### config.mk
export PLATFORM = sky130hd
export DESIGN_NAME = round_sequencer
export DESIGN_NICKNAME = d
export VERILOG_FILES = /design/src/rtl/round_sequencer.sv
export SDC_FILE = /design/constraint.sdc
export NUM_CORES = 1
export LEC_CHECK = 0
export ABC_AREA = 1
export CORE_MARGIN = 10
export CORE_UTILIZATION = 43
export DETAILED_ROUTE_END_ITERATION = 8
export MAX_ROUTING_LAYER = met4
export SLEW_MARGIN = 20
export SYNTH_ARGS = -nofsm -noshare
export SYNTH_HDL_FRONTEND = slang
export SYNTH_SLANG_ARGS = --single-unit
### constraint.sdc
create_clock -name clk -period 2.2 [get_ports clk]
set_input_delay 0.44 -clock clk [delete_from_list [all_inputs] [get_ports clk]]
set_output_delay 0.44 -clock clk [all_outputs]
set_load 0.01 [all_outputs]
### src/rtl/round_sequencer.sv
// Game-flow controller: new target -> show -> keypad entry -> check -> result, tracking score and lives.
// Optional LEVEL_SPEEDUP_EN: show time halves every 4 points of score, down to 1/8.
module round_sequencer #(
    parameter int unsigned SHOW_CYCLES    = 500000000,
    parameter int unsigned RESULT_CYCLES  = 200000000,
    parameter int unsigned TIMEOUT_CYCLES = 1000000000,
    parameter int unsigned MAX_LIVES      = 3
) (
    input  logic        clk,
    input  logic        rst,
    input  logic        start,
    input  logic        key_valid,
    input  logic [3:0]  key_value,
    input  logic [15:0] target,
    output logic        new_target,
    output logic [2:0]  phase,
    output logic [15:0] entry,
    output logic [2:0]  entry_count,
    output logic        correct,
    output logic [7:0]  score,
    output logic [1:0]  lives
);
    localparam int unsigned MAX_A   = (SHOW_CYCLES > RESULT_CYCLES) ? SHOW_CYCLES : RESULT_CYCLES;
    localparam int unsigned MAX_DUR = (MAX_A > TIMEOUT_CYCLES) ? MAX_A : TIMEOUT_CYCLES;
    localparam int          CW      = $clog2(MAX_DUR);

    localparam logic [CW-1:0] SHOW_LEN    = CW'(SHOW_CYCLES);
    localparam logic [CW-1:0] RESULT_LAST = CW'(RESULT_CYCLES - 1);
    localparam logic [CW-1:0] TIMEOUT_LAST = CW'(TIMEOUT_CYCLES - 1);

    typedef enum logic [2:0] {
        S_IDLE   = 3'd0,
        S_SHOW   = 3'd1,
        S_INPUT  = 3'd2,
        S_CHECK  = 3'd3,
        S_RESULT = 3'd4,
        S_OVER   = 3'd5
    } state_t;

    state_t        state_q;
    logic [CW-1:0] cnt_q;
    logic [CW-1:0] show_len_q;
    logic          start_q;
    logic          new_target_q;
    logic [15:0]   entry_q;
    logic [2:0]    entry_count_q;
    logic [15:0]   target_q;
    logic          correct_q;
    logic [7:0]    score_q;
    logic [1:0]    lives_q;

    logic start_edge_d;
    logic digit_ok_d;
    logic input_done_d;

`ifdef LEVEL_SPEEDUP_EN
    // Shift saturates at 3; a zero-length show is bumped to one cycle.
    function automatic logic [CW-1:0] show_len_for(input logic [7:0] sc);
        logic [1:0]    sh;
        logic [CW-1:0] len;
        sh  = (sc[7:2] > 6'd3) ? 2'd3 : sc[3:2];
        len = SHOW_LEN >> sh;
        return (len == '0) ? CW'(1) : len;
    endfunction
`endif

    assign start_edge_d = start & ~start_q;
    assign digit_ok_d   = key_valid && (key_value <= 4'd9) && (entry_count_q < 3'd4);
    // A 4th digit landing on the timeout cycle is still accepted, so the check sees it.
    assign input_done_d = (digit_ok_d && entry_count_q == 3'd3) || (cnt_q == TIMEOUT_LAST);

    always_ff @(posedge clk) begin
        if (!rst) begin
            state_q       <= S_IDLE;
            cnt_q         <= '0;
            show_len_q    <= SHOW_LEN;
            start_q       <= 1'b0;
            new_target_q  <= 1'b0;
            entry_q       <= '0;
            entry_count_q <= '0;
            target_q      <= '0;
            correct_q     <= 1'b0;
            score_q       <= '0;
            lives_q       <= 2'(MAX_LIVES);
        end else begin
            start_q      <= start;
            new_target_q <= 1'b0;
            cnt_q        <= cnt_q + CW'(1);
            case (state_q)
                S_IDLE: begin
                    cnt_q <= '0;
                    if (start_edge_d) begin
                        new_target_q  <= 1'b1;
                        show_len_q    <= SHOW_LEN;
                        entry_q       <= '0;
                        entry_count_q <= '0;
                        state_q       <= S_SHOW;
                    end
                end
                S_SHOW: begin
                    if (cnt_q == '0) target_q <= target;
                    if (cnt_q == show_len_q - CW'(1)) begin
                        cnt_q   <= '0;
                        state_q <= S_INPUT;
                    end
                end
                S_INPUT: begin
                    if (digit_ok_d) begin
                        entry_q       <= {entry_q[11:0], key_value};
                        entry_count_q <= entry_count_q + 3'd1;
                    end else if (key_valid && key_value == 4'hC) begin
                        entry_q       <= '0;
                        entry_count_q <= '0;
                    end
                    if (input_done_d) begin
                        cnt_q   <= '0;
                        state_q <= S_CHECK;
                    end
                end
                S_CHECK: begin
                    cnt_q <= '0;
                    if (entry_count_q == 3'd4 && entry_q == target_q) begin
                        correct_q <= 1'b1;
                        if (score_q != 8'hFF) score_q <= score_q + 8'd1;
                    end else begin
                        correct_q <= 1'b0;
                        if (lives_q != 2'd0) lives_q <= lives_q - 2'd1;
                    end
                    state_q <= S_RESULT;
                end
                S_RESULT: begin
                    if (cnt_q == RESULT_LAST) begin
                        cnt_q <= '0;
                        if (lives_q == 2'd0) begin
                            state_q <= S_OVER;
                        end else begin
                            new_target_q  <= 1'b1;
                            entry_q       <= '0;
                            entry_count_q <= '0;
`ifdef LEVEL_SPEEDUP_EN
                            show_len_q    <= show_len_for(score_q);
`else
                            show_len_q    <= SHOW_LEN;
`endif
                            state_q       <= S_SHOW;
                        end
                    end
                end
                S_OVER: begin
                    cnt_q <= '0;
                    if (start_edge_d) begin
                        score_q       <= '0;
                        lives_q       <= 2'(MAX_LIVES);
                        correct_q     <= 1'b0;
                        new_target_q  <= 1'b1;
                        entry_q       <= '0;
                        entry_count_q <= '0;
                        show_len_q    <= SHOW_LEN;
                        state_q       <= S_SHOW;
                    end
                end
                default: begin
                    cnt_q   <= '0;
                    state_q <= S_IDLE;
                end
            endcase
        end
    end

    assign new_target  = new_target_q;
    assign phase       = state_q;
    assign entry       = entry_q;
    assign entry_count = entry_count_q;
    assign correct     = correct_q;
    assign score       = score_q;
    assign lives       = lives_q;
endmodule

==> flow_metrics.py <==
metrics = {
    "run_status": {
        "status": "finished, final reports clean",
    },
    "power": {
        "internal_power_mw": 3.29,
        "switching_power_mw": 2.06,
        "leakagePower_nw": 2.11,
        "switching_share_pct": 38.5,
        "ir_drop_uv": 474,
        "clock_power_share_pct": 23.5,
        "p_comb_share_pct": 39.4,
        "seq_power_share_pct": 37.1,
        "power_density_nw_per_um2": 974,
    },
    "run": {
        "maxCapViolations": 0,
    },
    "setup_path": {
        "critical_path_required_ns": 2.45,
        "cp.arrival_ns": 2.24,
        "cp_cell_sequence": "ha_1, nand2_1, nor2_4, nand2_4, nor2_1, nand2_1, nand2_2, nand2_8, o21ai_0, a21oi_2",
        "cpMaxStageDelayCell": "dfxtp_1",
        "critPathMaxStageDelay_ns": 0.38,
        "path_max_fanout": 33,
        "end_kind": "register",
        "worstSetupPathType": "reg -> reg",
        "critPathLaunchType": "register",
        "critPathMostFrequentCell": "nand2_1",
    },
    "layout": {
        "antenna_cells": 0,
        "drive_above_1_share_pct": 10.1,
        "fillCellCount": 1077,
        "final_area_um2": 5490,
        "syn2layout_area_growth_pct": 21.2,
        "final_common_cell": "nor2_1",
        "final_cell_mix": "nor2_1 (156), nand2_1 (135), dfxtp_1 (81)",
        "fin_util_pct": 53.4,
        "fin_nets": 765,
    },
    "sta": {
        "report.final.slew_viol_count": 0,
        "finalCritPeriodShare_pct": 90.4,
        "grt_setup_unrepaired": "no",
        "setup_violations": 0,
        "hold_violations": 0,
        "timing.fmax_ghz": 0.503,
        "skew_ns": 0.00689,
        "slew_headroom_pct": 67.3,
        "tightest_slew_ns": 0.486,
        "min_period_ns": 1.99,
    },
    "place": {
        "placed_area_um2": 5260,
        "dp_hpwl_mm": 9.18,
        "place_congestion": 0.858,
        "io_buffers": 57,
    },
    "clocking": {
        "clock-root-buffer": "clkbuf_8",
        "insertion_delay_ns": 0.36,
        "cts_buffers": 9,
        "htreeDepth": 3,
        "clk_path_buf_depth": 2,
        "cts_tree": "yes",
        "clkTransAtPathRegs_ns": 0.08,
        "cts.sinks": 81,
    },
    "yosys": {
        "synth-seq-cells": 81,
        "synth_area_leader_cell": "dfxtp_1",
        "synth_seq_area_share_pct": 35.8,
        "syn_inst": 672,
        "synthesis.area_um2": 4530,
        "syn-num-nets": 703,
        "synth_top_area_share_pct": 35.8,
        "postSynthAreaPerCell_um2": 6.75,
        "yosys_warnings": 0,
        "synth_cell_types": 36,
        "synth.area.top_cells": "dfxtp_1 (36%), nor2_1 (13%), nand2_1 (11%)",
    },
    "drt": {
        "avgRoutedWirePerCell_um": 13.7,
        "dr.pass1.iters": 4,
        "drc_errors": 0,
        "via_count": 4243,
        "drt-total-wl_mm": 12.0,
        "viasPerCell": 4.85,
        "initialDrtViolationCount": 283,
        "antenna_left": 0,
    },
    "global_routing": {
        "grt_overflow_total": 0,
        "grt_max_degree": 43,
        "grt_pass1_vias": 3972,
        "grt_pass1_wl_mm": 19.9,
        "track_usage_pct": 16.9,
        "antenna_found_initial": 0,
    },
    "floorplan": {
        "rows": 37,
        "start_util_pct": 44.1,
        "die_y_um": 123,
        "coreArea_um2": 10300,
        "io_pins": 58,
        "design.die.area_um2": 15000,
        "dieWidth_um": 123,
    },
    "min_path": {
        "hp-class": "reg -> reg",
    },
}
flip-flops by register name (all words and copies together), names as in the netlist:
register,cells
cnt_q,30
phase,3
correct,1
lives,2
start_q,1
target_q,16
score,8
new_target,1
entry_count,3
entry,16
path summary, 6_finish.rpt:
| check | startpoint | end | slack, ns | cells after the start |
|---|---|---|---|---|
| setup / recovery | cnt_q[0]$_SDFF_PN0_ | entry[0]$_SDFFE_PN0P_ | 0.21 | 10 |
| hold / removal | cnt_q[0]$_SDFF_PN0_ | cnt_q[0]$_SDFF_PN0_ | 0.49 | 1 |
| setup reg to reg | cnt_q[0]$_SDFF_PN0_ | entry[0]$_SDFFE_PN0P_ | 0.21 | 10 |
| hold reg to reg | cnt_q[0]$_SDFF_PN0_ | cnt_q[0]$_SDFF_PN0_ | 0.49 | 1 |
cells in the mapped netlist, drive strengths merged:
master,instances
nand2,145
nor2,169
dfxtp,81
inv,78
nor3,21
xnor2,12
xor2,14
a21oi,30
a21boi,1
nand3b,6
nor4,4
clkbuf,3
nand3,30
o21ai,44
buf,14
nand4,11
or2,2
ha,7
metrics by stage:
step	hold WS (ns)	setup TNS, ns	total power, mW	setup WS [ns]	std cells
finish	0.488	0	5.35	0.212	875
global route	0.504	0	5.79	0.0607	875
CTS	0.485	0	5.39	0.144	875
detailed placement	0.466	-0.414	4.12	-0.0652	859
global placement	0.444	-0.00136	4.08	-0.00136	859
floorplan	0.430	0	3.52	0.593	672
cell families (layout without fill, tap and decap cells):
kind of cell               Yosys count  count (layout)  synth area share, %
DFF                                 81              81                 35.8
xor gates and xnor gates            26              26                 5.02
buffers and inverters               95             162                 9.36
and+or+nand+nor                    388             388                 38.9
AOI/OAI and AO/OA                   75              75                 9.00
adders and majority gates            7               7                 1.93
cell type report:
type / instances / area [um2] / share of cell area [%]
inverters: 78 / 298 / 5.42
repair buffers: 68 / 678 / 12.3
flip-flops and latches: 81 / 1620 / 29.5
clock buffers: 12 / 155 / 2.82
well taps: 136 / 170 / 3.10
clock inverters: 4 / 73.8 / 1.34
multi-input cells: 496 / 2500 / 45.4
power groups by stage:
stage          registers [mW]  logic (mW)  clock network, mW
6_report                 1.99        2.11               1.26
5_1_grt                  2.03        2.40               1.36
4_1_cts                  1.99        2.11               1.29
3_5_place_dp             2.02        2.11                  0
3_3_place_gp             2.02        2.06                  0
2_1_floorplan            2.01        1.51                  0
critical path, delay by kind of cell (launching register included):
family / cells / cell delay, ns
and+or+nand+nor: 7 / 0.98
AOI/OAI and AO/OA: 2 / 0.32
DFF: 1 / 0.38
adders and majority gates: 1 / 0.20
metal layers:
layer | wire, um | up-vias | track usage, %
li1 | - | 2241 | -
met1 | 6080 | 1894 | 23.2
met2 | 5110 | 93 | 23.8
met3 | 589 | 15 | 3.21
met4 | 197 | 0 | 6.41
met5 | 0 | - | -
timing repair:
action                                  4_1_cts  5_1_grt
endpoints found under the setup margin        0        3
endpoints found under the hold margin         0        0
resized for setup                             0        3
hold buffers                                  0        0
buffers inserted                              0        0
Power figures use the tool's default switching activity.
